`config.mk`:
```
export PLATFORM = sky130hd
export DESIGN_NAME = asin_lookup
export DESIGN_NICKNAME = d
export VERILOG_FILES = /design/src/rtl/asin_lookup.sv
export SDC_FILE = /design/constraint.sdc
export NUM_CORES = 1
export LEC_CHECK = 0
export BUFFER_PORTS_ARGS = -buffer_cell sky130_fd_sc_hd__buf_4
export CAP_MARGIN = 25
export CORE_UTILIZATION = 60
export CTS_CLUSTER_DIAMETER = 120
export CTS_CLUSTER_SIZE = 25
export DETAILED_ROUTE_END_ITERATION = 6
export GPL_TIMING_DRIVEN = 0
export HOLD_SLACK_MARGIN = 0.06
export PLACE_DENSITY_LB_ADDON = 0.3
export SETUP_SLACK_MARGIN = 0.4
export SLEW_MARGIN = 30
export SYNTH_ARGS = -nofsm -noshare
export SYNTH_HDL_FRONTEND = slang
export SYNTH_SLANG_ARGS = --single-unit
```
`constraint.sdc`:
```
create_clock -name clk -period 4.6 [get_ports clk]
set_clock_uncertainty 0.2 [all_clocks]
set_input_delay 0.69 -clock clk [delete_from_list [all_inputs] [get_ports clk]]
set_output_delay 0.69 -clock clk [all_outputs]
set_load 0.02 [all_outputs]
```
`src/rtl/asin_lookup.sv`:
```
// Arcsine lookup: successive-approximation search of a quarter-wave sine ROM,
// nearest-degree rounding, then quadrant mapping to an angle in 0..359.
module asin_lookup #(
  parameter int SCALE_BITS = 12
) (
  input  logic        clk,
  input  logic        reset_n,
  input  logic        start,
  input  logic [12:0] magnitude,
  input  logic        negative,
  input  logic        cos_negative,
  output logic [8:0]  angle,
  output logic        busy,
  output logic        done
);

  localparam logic [12:0] FULL = 13'(1 << SCALE_BITS);

  typedef enum logic [2:0] {IDLE, SEARCH, REFINE, MAP, DONE} state_t;

  state_t      state, state_nx;
  logic        ph;
  logic [2:0]  bit_idx;
  logic [6:0]  d, trial, rom_addr;
  logic [12:0] value, lo, rom_q;
  logic        neg_q, cneg_q;
  logic [8:0]  map_q;

  // entry d = round(4096 * sin(d deg))
  function automatic logic [12:0] rom_val(input logic [6:0] a);
    logic [12:0] v;
    v = 13'd0;
    case (a)
      7'd0:  v = 13'd0;    7'd1:  v = 13'd71;   7'd2:  v = 13'd143;  7'd3:  v = 13'd214;
      7'd4:  v = 13'd286;  7'd5:  v = 13'd357;  7'd6:  v = 13'd428;  7'd7:  v = 13'd499;
      7'd8:  v = 13'd570;  7'd9:  v = 13'd641;  7'd10: v = 13'd711;  7'd11: v = 13'd782;
      7'd12: v = 13'd852;  7'd13: v = 13'd921;  7'd14: v = 13'd991;  7'd15: v = 13'd1060;
      7'd16: v = 13'd1129; 7'd17: v = 13'd1198; 7'd18: v = 13'd1266; 7'd19: v = 13'd1334;
      7'd20: v = 13'd1401; 7'd21: v = 13'd1468; 7'd22: v = 13'd1534; 7'd23: v = 13'd1600;
      7'd24: v = 13'd1666; 7'd25: v = 13'd1731; 7'd26: v = 13'd1796; 7'd27: v = 13'd1860;
      7'd28: v = 13'd1923; 7'd29: v = 13'd1986; 7'd30: v = 13'd2048; 7'd31: v = 13'd2110;
      7'd32: v = 13'd2171; 7'd33: v = 13'd2231; 7'd34: v = 13'd2290; 7'd35: v = 13'd2349;
      7'd36: v = 13'd2408; 7'd37: v = 13'd2465; 7'd38: v = 13'd2522; 7'd39: v = 13'd2578;
      7'd40: v = 13'd2633; 7'd41: v = 13'd2687; 7'd42: v = 13'd2741; 7'd43: v = 13'd2793;
      7'd44: v = 13'd2845; 7'd45: v = 13'd2896; 7'd46: v = 13'd2946; 7'd47: v = 13'd2996;
      7'd48: v = 13'd3044; 7'd49: v = 13'd3091; 7'd50: v = 13'd3138; 7'd51: v = 13'd3183;
      7'd52: v = 13'd3228; 7'd53: v = 13'd3271; 7'd54: v = 13'd3314; 7'd55: v = 13'd3355;
      7'd56: v = 13'd3396; 7'd57: v = 13'd3435; 7'd58: v = 13'd3474; 7'd59: v = 13'd3511;
      7'd60: v = 13'd3547; 7'd61: v = 13'd3582; 7'd62: v = 13'd3617; 7'd63: v = 13'd3650;
      7'd64: v = 13'd3681; 7'd65: v = 13'd3712; 7'd66: v = 13'd3742; 7'd67: v = 13'd3770;
      7'd68: v = 13'd3798; 7'd69: v = 13'd3824; 7'd70: v = 13'd3849; 7'd71: v = 13'd3873;
      7'd72: v = 13'd3896; 7'd73: v = 13'd3917; 7'd74: v = 13'd3937; 7'd75: v = 13'd3956;
      7'd76: v = 13'd3974; 7'd77: v = 13'd3991; 7'd78: v = 13'd4006; 7'd79: v = 13'd4021;
      7'd80: v = 13'd4034; 7'd81: v = 13'd4046; 7'd82: v = 13'd4056; 7'd83: v = 13'd4065;
      7'd84: v = 13'd4074; 7'd85: v = 13'd4080; 7'd86: v = 13'd4086; 7'd87: v = 13'd4090;
      7'd88: v = 13'd4094; 7'd89: v = 13'd4095; 7'd90: v = 13'd4096;
      default: v = 13'd0;
    endcase
    return v;
  endfunction

  assign trial = d | (7'd1 << bit_idx);
  assign busy  = (state != IDLE);
  assign done  = (state == DONE);

  always_ff @(posedge clk or negedge reset_n) begin
    if (!reset_n) state <= IDLE;
    else          state <= state_nx;
  end

  always_comb begin
    state_nx = state;
    rom_addr = d;
    case (state)
      IDLE:   if (start) state_nx = SEARCH;
      SEARCH: begin
        rom_addr = trial;
        if (ph && bit_idx == 3'd0) state_nx = REFINE;
      end
      REFINE: begin
        if (d < 7'd90) rom_addr = d + 7'd1;
        if (ph) state_nx = MAP;
      end
      MAP:    if (ph) state_nx = DONE;
      DONE:   state_nx = IDLE;
      default: state_nx = IDLE;
    endcase
  end

  // ph alternates issue/compare within a state and restarts on every state change
  always_ff @(posedge clk or negedge reset_n) begin
    if (!reset_n) begin
      ph      <= 1'b0;
      bit_idx <= 3'd0;
      d       <= 7'd0;
      lo      <= 13'd0;
      value   <= 13'd0;
      neg_q   <= 1'b0;
      cneg_q  <= 1'b0;
      rom_q   <= 13'd0;
      map_q   <= 9'd0;
      angle   <= 9'd0;
    end else begin
      ph    <= (state_nx == state) ? ~ph : 1'b0;
      rom_q <= rom_val(rom_addr);
      case (state)
        IDLE: if (start) begin
          value   <= (magnitude > FULL) ? FULL : magnitude;
          neg_q   <= negative;
          cneg_q  <= cos_negative;
          d       <= 7'd0;
          lo      <= 13'd0;
          bit_idx <= 3'd6;
        end
        SEARCH: if (ph) begin
          if (trial <= 7'd90 && rom_q <= value) begin
            d  <= trial;
            lo <= rom_q;
          end
          if (bit_idx != 3'd0) bit_idx <= bit_idx - 3'd1;
        end
        // rom_q holds rom[d+1] here; lo holds rom[d], so neither difference can underflow
        REFINE: if (ph && d < 7'd90 && (rom_q - value) < (value - lo)) d <= d + 7'd1;
        MAP: begin
          if (!ph) begin
            case ({neg_q, cneg_q})
              2'b00:   map_q <= {2'b00, d};
              2'b01:   map_q <= 9'd180 - {2'b00, d};
              2'b11:   map_q <= 9'd180 + {2'b00, d};
              default: map_q <= (d == 7'd0) ? 9'd0 : 9'd360 - {2'b00, d};
            endcase
          end else begin
            angle <= map_q;
          end
        end
        default: ;
      endcase
    end
  end

endmodule
```
==> results of run 1 <==
[routing by layer]
metal  GRT usage  vias up  wire length (um)
li1            -     3223                 -
met3     0.08318      113              2338
met5           0        -                 0
met4      0.2037        0              1181
met2      0.6533      562             11010
met1      0.5404     3561              9507
[layout make-up]
cell class / count / area (um2) / area share
buffer: 54 / 276.5 / 0.03542
clock buffer: 10 / 229.0 / 0.02933
clock inverter: 6 / 42.54 / 0.005450
inverter: 58 / 217.7 / 0.02789
multi-input combinational: 667 / 4679 / 0.5995
sequential: 73 / 1829 / 0.2343
tap: 140 / 175.2 / 0.02244
timing repair buffer: 46 / 356.6 / 0.04568
[worst max-delay path, stage by stage, from the launching register on]
cell	delay, ns
dfrtp_2	0.45
inv_1	0.15
ha_1	0.27
nor2b_1	0.14
o21ai_1	0.17
a21boi_1	0.15
o21a_1	0.22
nor2_2	0.16
o21ai_0	0.13
a21oi_1	0.25
xnor2_1	0.12
ha_1	0.31
and4_2	0.28
nand3_1	0.16
o211ai_1	0.27
o2bb2ai_2	0.19
nor3_4	0.08
buf_6	0.16
a221oi_1	0.24
o211ai_1	0.15
[what timing repair did]
action,in CTS,in global routing
buffers inserted,13,5
gates resized for setup,28,31
pin swaps,15,18
endpoints found under the setup margin,7,18
[how the worst max path moves through the flow]
stage | endpoint | startpoint | slack, ns
detailed placement | d[5]$_DFFE_PN0P_ | value[0]$_DFFE_PN0P_ | -0.25
floorplan | d[5]$_DFFE_PN0P_ | value[0]$_DFFE_PN0P_ | 0.41
CTS | d[4]$_DFFE_PN0P_ | value[0]$_DFFE_PN0P_ | 0.37
global placement | d[5]$_DFFE_PN0P_ | value[0]$_DFFE_PN0P_ | -0.12
finish | d[4]$_DFFE_PN0P_ | value[1]$_DFFE_PN0P_ | 0.21
global route | d[4]$_DFFE_PN0P_ | value[1]$_DFFE_PN0P_ | 0.06
[Yosys cell counts (all sizes together), types with 7 or more instances]
cell type	count
nand2	91
a211oi	12
o211ai	11
nand4	8
mux2i	9
o21ai	79
nand2b	11
a21oi	62
ha	61
nand3	45
xor2	7
a221oi	13
dfrtp	73
a21boi	7
buf	24
inv	57
xnor2	15
nor3	24
clkbuf	30
nor2b	7
a31oi	16
a22o	13
nor2	65
nor4	10
a21o	9
[registers in the layout, summed over array words and instances (netlist names)]
| register | count |
|---|---|
| angle | 9 |
| bit_idx | 3 |
| cneg_q | 1 |
| d | 7 |
| lo | 13 |
| map_q | 9 |
| neg_q | 1 |
| ph | 1 |
| rom_q | 13 |
| state | 3 |
| value | 13 |
[kinds of logic after synthesis]
kind of cell,synth area share
simple gates,0.2084
compound gates,0.2711
buf+inv,0.07246
flops,0.2685
fa+ha+maj,0.1240
xor+xnor,0.02833
mux,0.02722
[metrics by stage]
step	area (um2)	TNS, ns
final	7806	0
after floorplan	6803	0
after global placement	7188	-0.1836
after CTS	7635	0
after detailed placement	7196	-0.9257
after global routing	7806	0
==> results.yml, run 1 <==
grt:
  grt_pass1_wl_um: 37030
  antenna_found_initial: 0
  track_usage: 0.4146
  grt_pass1_vias: 6837
  grt_max_degree: 74
  grt_remaining_overflow: 0
worst_setup_path:
  cp-end-kind: "flip-flop"
  crit_type: "flip-flop to flip-flop"
  r2r-start: "value[1]$_DFFE_PN0P_"
  required_ns: 4.61
  cp_max_fo: 6
  crit_path_start_kind: "flip-flop"
  rr_endpoint: "d[4]$_DFFE_PN0P_"
  r2r_cells: 19
  timing.reg2reg.setup_slack_ns: 0.21
  arrival_ns: 4.40
layout:
  area_growth_pct: 14.75
  diodes: 0
  fillCellCount: 777
  mostFrequentLayoutCells: "nand2_1 (91), dfrtp_1 (71), o21ai_0 (63)"
  final_common_cell: "nand2_1"
  fin_nets: 992
  final_util: 0.7138
  fin_cells: 1054
  drive_gt1_frac: 0.1718
yosys:
  synth_fp_nets: 935
  ys_seq_area_frac: 0.2685
  ys_ff_latch: 73
  yosys-top-cells-area: "dfrtp_1 (27%), ha_1 (11%), o21ai_0 (5.4%)"
  synth-edff-count: 0
  yosys_warnings: 0
  postSynth.asyncResetShare: 1.000
  syn_area_mm2: 0.006803
  syn_inst: 852
  synth_top_area_cell: "dfrtp_1"
  synth_area_per_cell_um2: 7.984
  synth_top_area_frac: 0.2685
  synthFlopType: "dfrtp_1"
  yosysUniqueCellTypes: 85
detailed_routing:
  routed_via_density: 7.077
  vias: 7459
  drtIter0Drc: 1182
  drt_first_pass_iters: 6
  remaining_drc_errors: 0
  drt-total-wl_um: 24040
  wl_per_cell_um: 22.81
  antenna_left: 0
clock_network:
  cts_tree: "built"
  clk_path_buf_depth: 2
  cts.root.buffer_cell: "clkbuf_16"
  hold_buffers: 0
  insertion_delay_ns: 0.35
  cts_made_buffers: 9
  cts_max_level: 3
  clkSinkCount: 73
  path_clk_slew_ns: 0.07
run:
  drv_cap: 0
outcome:
  outcome: "completed"
timing:
  min_period_ns: 4.394
  grt_setup_unrepaired: "true"
  setup_slack_ns: 0.2059
  finalMaxSlewViolations: 0
  max_slew.worst_pin.slew_ns: 1.027
  slew_headroom: 0.3134
  fmax_ghz: 0.2276
  holdWs_ns: 0.1529
  period_share: 0.9552
  final-hold-violation-count: 0
  final-setup-viol-count: 0
placed_design:
  portBuffers: 28
  dp.cells: 1020
  dp_hpwl_um: 16410
  pre_cts_slack_ns: -0.2546
  gp_congestion: 1.026
die:
  design.core.area_mm2: 0.01094
  initial_utilization: 0.6221
  die_h_um: 108.5
  pin_count: 29
  die-area_mm2: 0.01177
  die_w_um: 108.5
  rows: 38
min_path:
  holdCritPathClass: "input pin to async pin"
Power of run 1 is left out: the tool's default activity adds up to more than one toggle a clock period on the data nets, which glitch-free logic cannot reach.
==> run 2: changes to the inputs <==
GPL_TIMING_DRIVEN = 1   (was 0)
clock period = 5.71 ns   (was 4.6 ns; I/O delays follow)
==> run 2 against run 1 <==
Compared with the run above: sequential share of layout area is 1.6 points higher; fmax is 8.1% lower; global-route usage is 8.0 points lower; critical path depth is 1 lower; register-to-register slack better by 0.72 ns; wire length is 22% lower; hold slack better by 0.12 ns; die area stayed put; worst setup slack better by 0.72 ns; count of clock-buffer cells in the layout stayed put; cell count is 6.1% lower; first-iteration DRC count is 42% lower.
==> results.yml, run 2 (synthesis results as in run 1) <==
outcome:
  outcome: "completed"
timing:
  grt_setup_unrepaired: "false"
  final-setup-viol-count: 0
  period_share: 0.8377
  max_slew.worst_pin.slew_ns: 1.007
  tns_ns: 0
  slew_headroom: 0.3272
  min_period_ns: 4.783
  final-hold-violation-count: 0
  finalMaxSlewViolations: 0
  fmax_ghz: 0.2091
clock_network:
  clkSinkCount: 73
  ctsResizeCount: 0
  clk_path_buf_depth: 2
  cts.root.buffer_cell: "clkbuf_16"
  cts_max_level: 3
  insertion_delay_ns: 0.35
  cts_tree: "built"
  post_cts_buffers: 0
  path_clk_slew_ns: 0.07
  hold_buffers: 0
  cts_made_buffers: 9
layout:
  reg_top3: "lo: 13 flops, rom_q: 13 flops, value: 13 flops"
  area_growth_pct: 7.467
  mostFrequentLayoutCells: "nand2_1 (91), o21ai_0 (73), dfrtp_1 (73)"
  postLayoutCellArea_mm2: 0.007311
  diodes: 0
  fin_nets: 928
  drive_gt1_frac: 0.1106
  final_common_cell: "nand2_1"
  fillCellCount: 939
  final_util: 0.6685
worst_setup_path:
  required_ns: 5.73
  timing.reg2reg.setup_slack_ns: 0.93
  crit_type: "flip-flop to flip-flop"
  cp-end-kind: "flip-flop"
  arrival_ns: 4.81
  crit_path_start_kind: "flip-flop"
  cp_max_fo: 10
grt:
  grt_pass1_vias: 6389
  grt_remaining_overflow: 0
  grt_pass1_wl_um: 30970
  antenna_found_initial: 0
  grt_max_degree: 74
  track_usage: 0.3350
min_path:
  holdCritPathClass: "flip-flop to flip-flop"
placed_design:
  dp_hpwl_um: 13280
  portBuffers: 28
  placed_area_mm2: 0.006989
  gp_congestion: 1.009
detailed_routing:
  wl_per_cell_um: 18.91
  drt-total-wl_um: 18720
  vias: 6579
  drtIter0Drc: 691
  routed_via_density: 6.645
  antenna_left: 0
  remaining_drc_errors: 0
  drt_first_pass_iters: 7
die:
  initial_utilization: 0.6221
  die_h_um: 108.5
  rows: 38
  die-area_mm2: 0.01177
  design.core.area_mm2: 0.01094
  die_w_um: 108.5
  pin_count: 29
run:
  drv_cap: 0
run 2: worst paths after layout:
check	cells after the start	from	to
setup reg to reg	18	value[0]$_DFFE_PN0P_	d[5]$_DFFE_PN0P_
max in group asynchronous	1	reset_n	rom_q[6]$_DFF_PN0_
min in group asynchronous	1	reset_n	lo[8]$_DFFE_PN0P_
hold / removal	2	map_q[4]$_DFFE_PN0P_	angle[4]$_DFFE_PN0P_
hold reg to reg	2	map_q[4]$_DFFE_PN0P_	angle[4]$_DFFE_PN0P_
setup / recovery	18	value[0]$_DFFE_PN0P_	d[5]$_DFFE_PN0P_
run 2: layout make-up:
cell class,count,area [um2],share of cell area
well taps,140,175.2,0.02396
repair buffers,36,281.5,0.03851
clock buffers,10,239.0,0.03269
flip-flops and latches,73,1827,0.2499
multi-input cells,667,4519,0.6182
clock inverters,6,51.30,0.007017
inverters,58,217.7,0.02978
run 2: per-layer routing:
metal / part of all wire / vias to the layer above / track usage
li1: - / 3091 / -
met1: 0.43 / 3146 / 0.4395
met2: 0.47 / 295 / 0.5515
met3: 0.069 / 47 / 0.04943
met4: 0.030 / 0 / 0.1342
met5: 0 / - / 0
run 2: through the flow:
step | std cells | hold slack, ns | setup WS [ns]
4_1_cts | 989 | 0.2801 | 0.9660
2_1_floorplan | 852 | 0.2348 | 1.518
6_report | 990 | 0.2716 | 0.9266
3_5_place_dp | 973 | 0.2675 | 0.9645
5_1_grt | 990 | 0.3045 | 0.5923
3_3_place_gp | 973 | 0.2520 | 1.165
run 2: worst max-delay path, cell delays in order, from the launching register on:
cell and delay [ns]:
dfrtp_1 0.40, ha_1 0.24, fa_1 0.41, nor2b_1 0.12, o21ai_0 0.11, a21boi_0 0.26
o21ai_0 0.16, a21boi_0 0.26, o21ai_0 0.18, o21ai_0 0.23, xor2_1 0.11, ha_1 0.21
or4_4 0.47, a221oi_2 0.24, o211ai_1 0.14, o2bb2ai_1 0.20, nor3_4 0.39, mux2i_1 0.25
nand3_1 0.09
Power of run 2 is left out for the same reason.
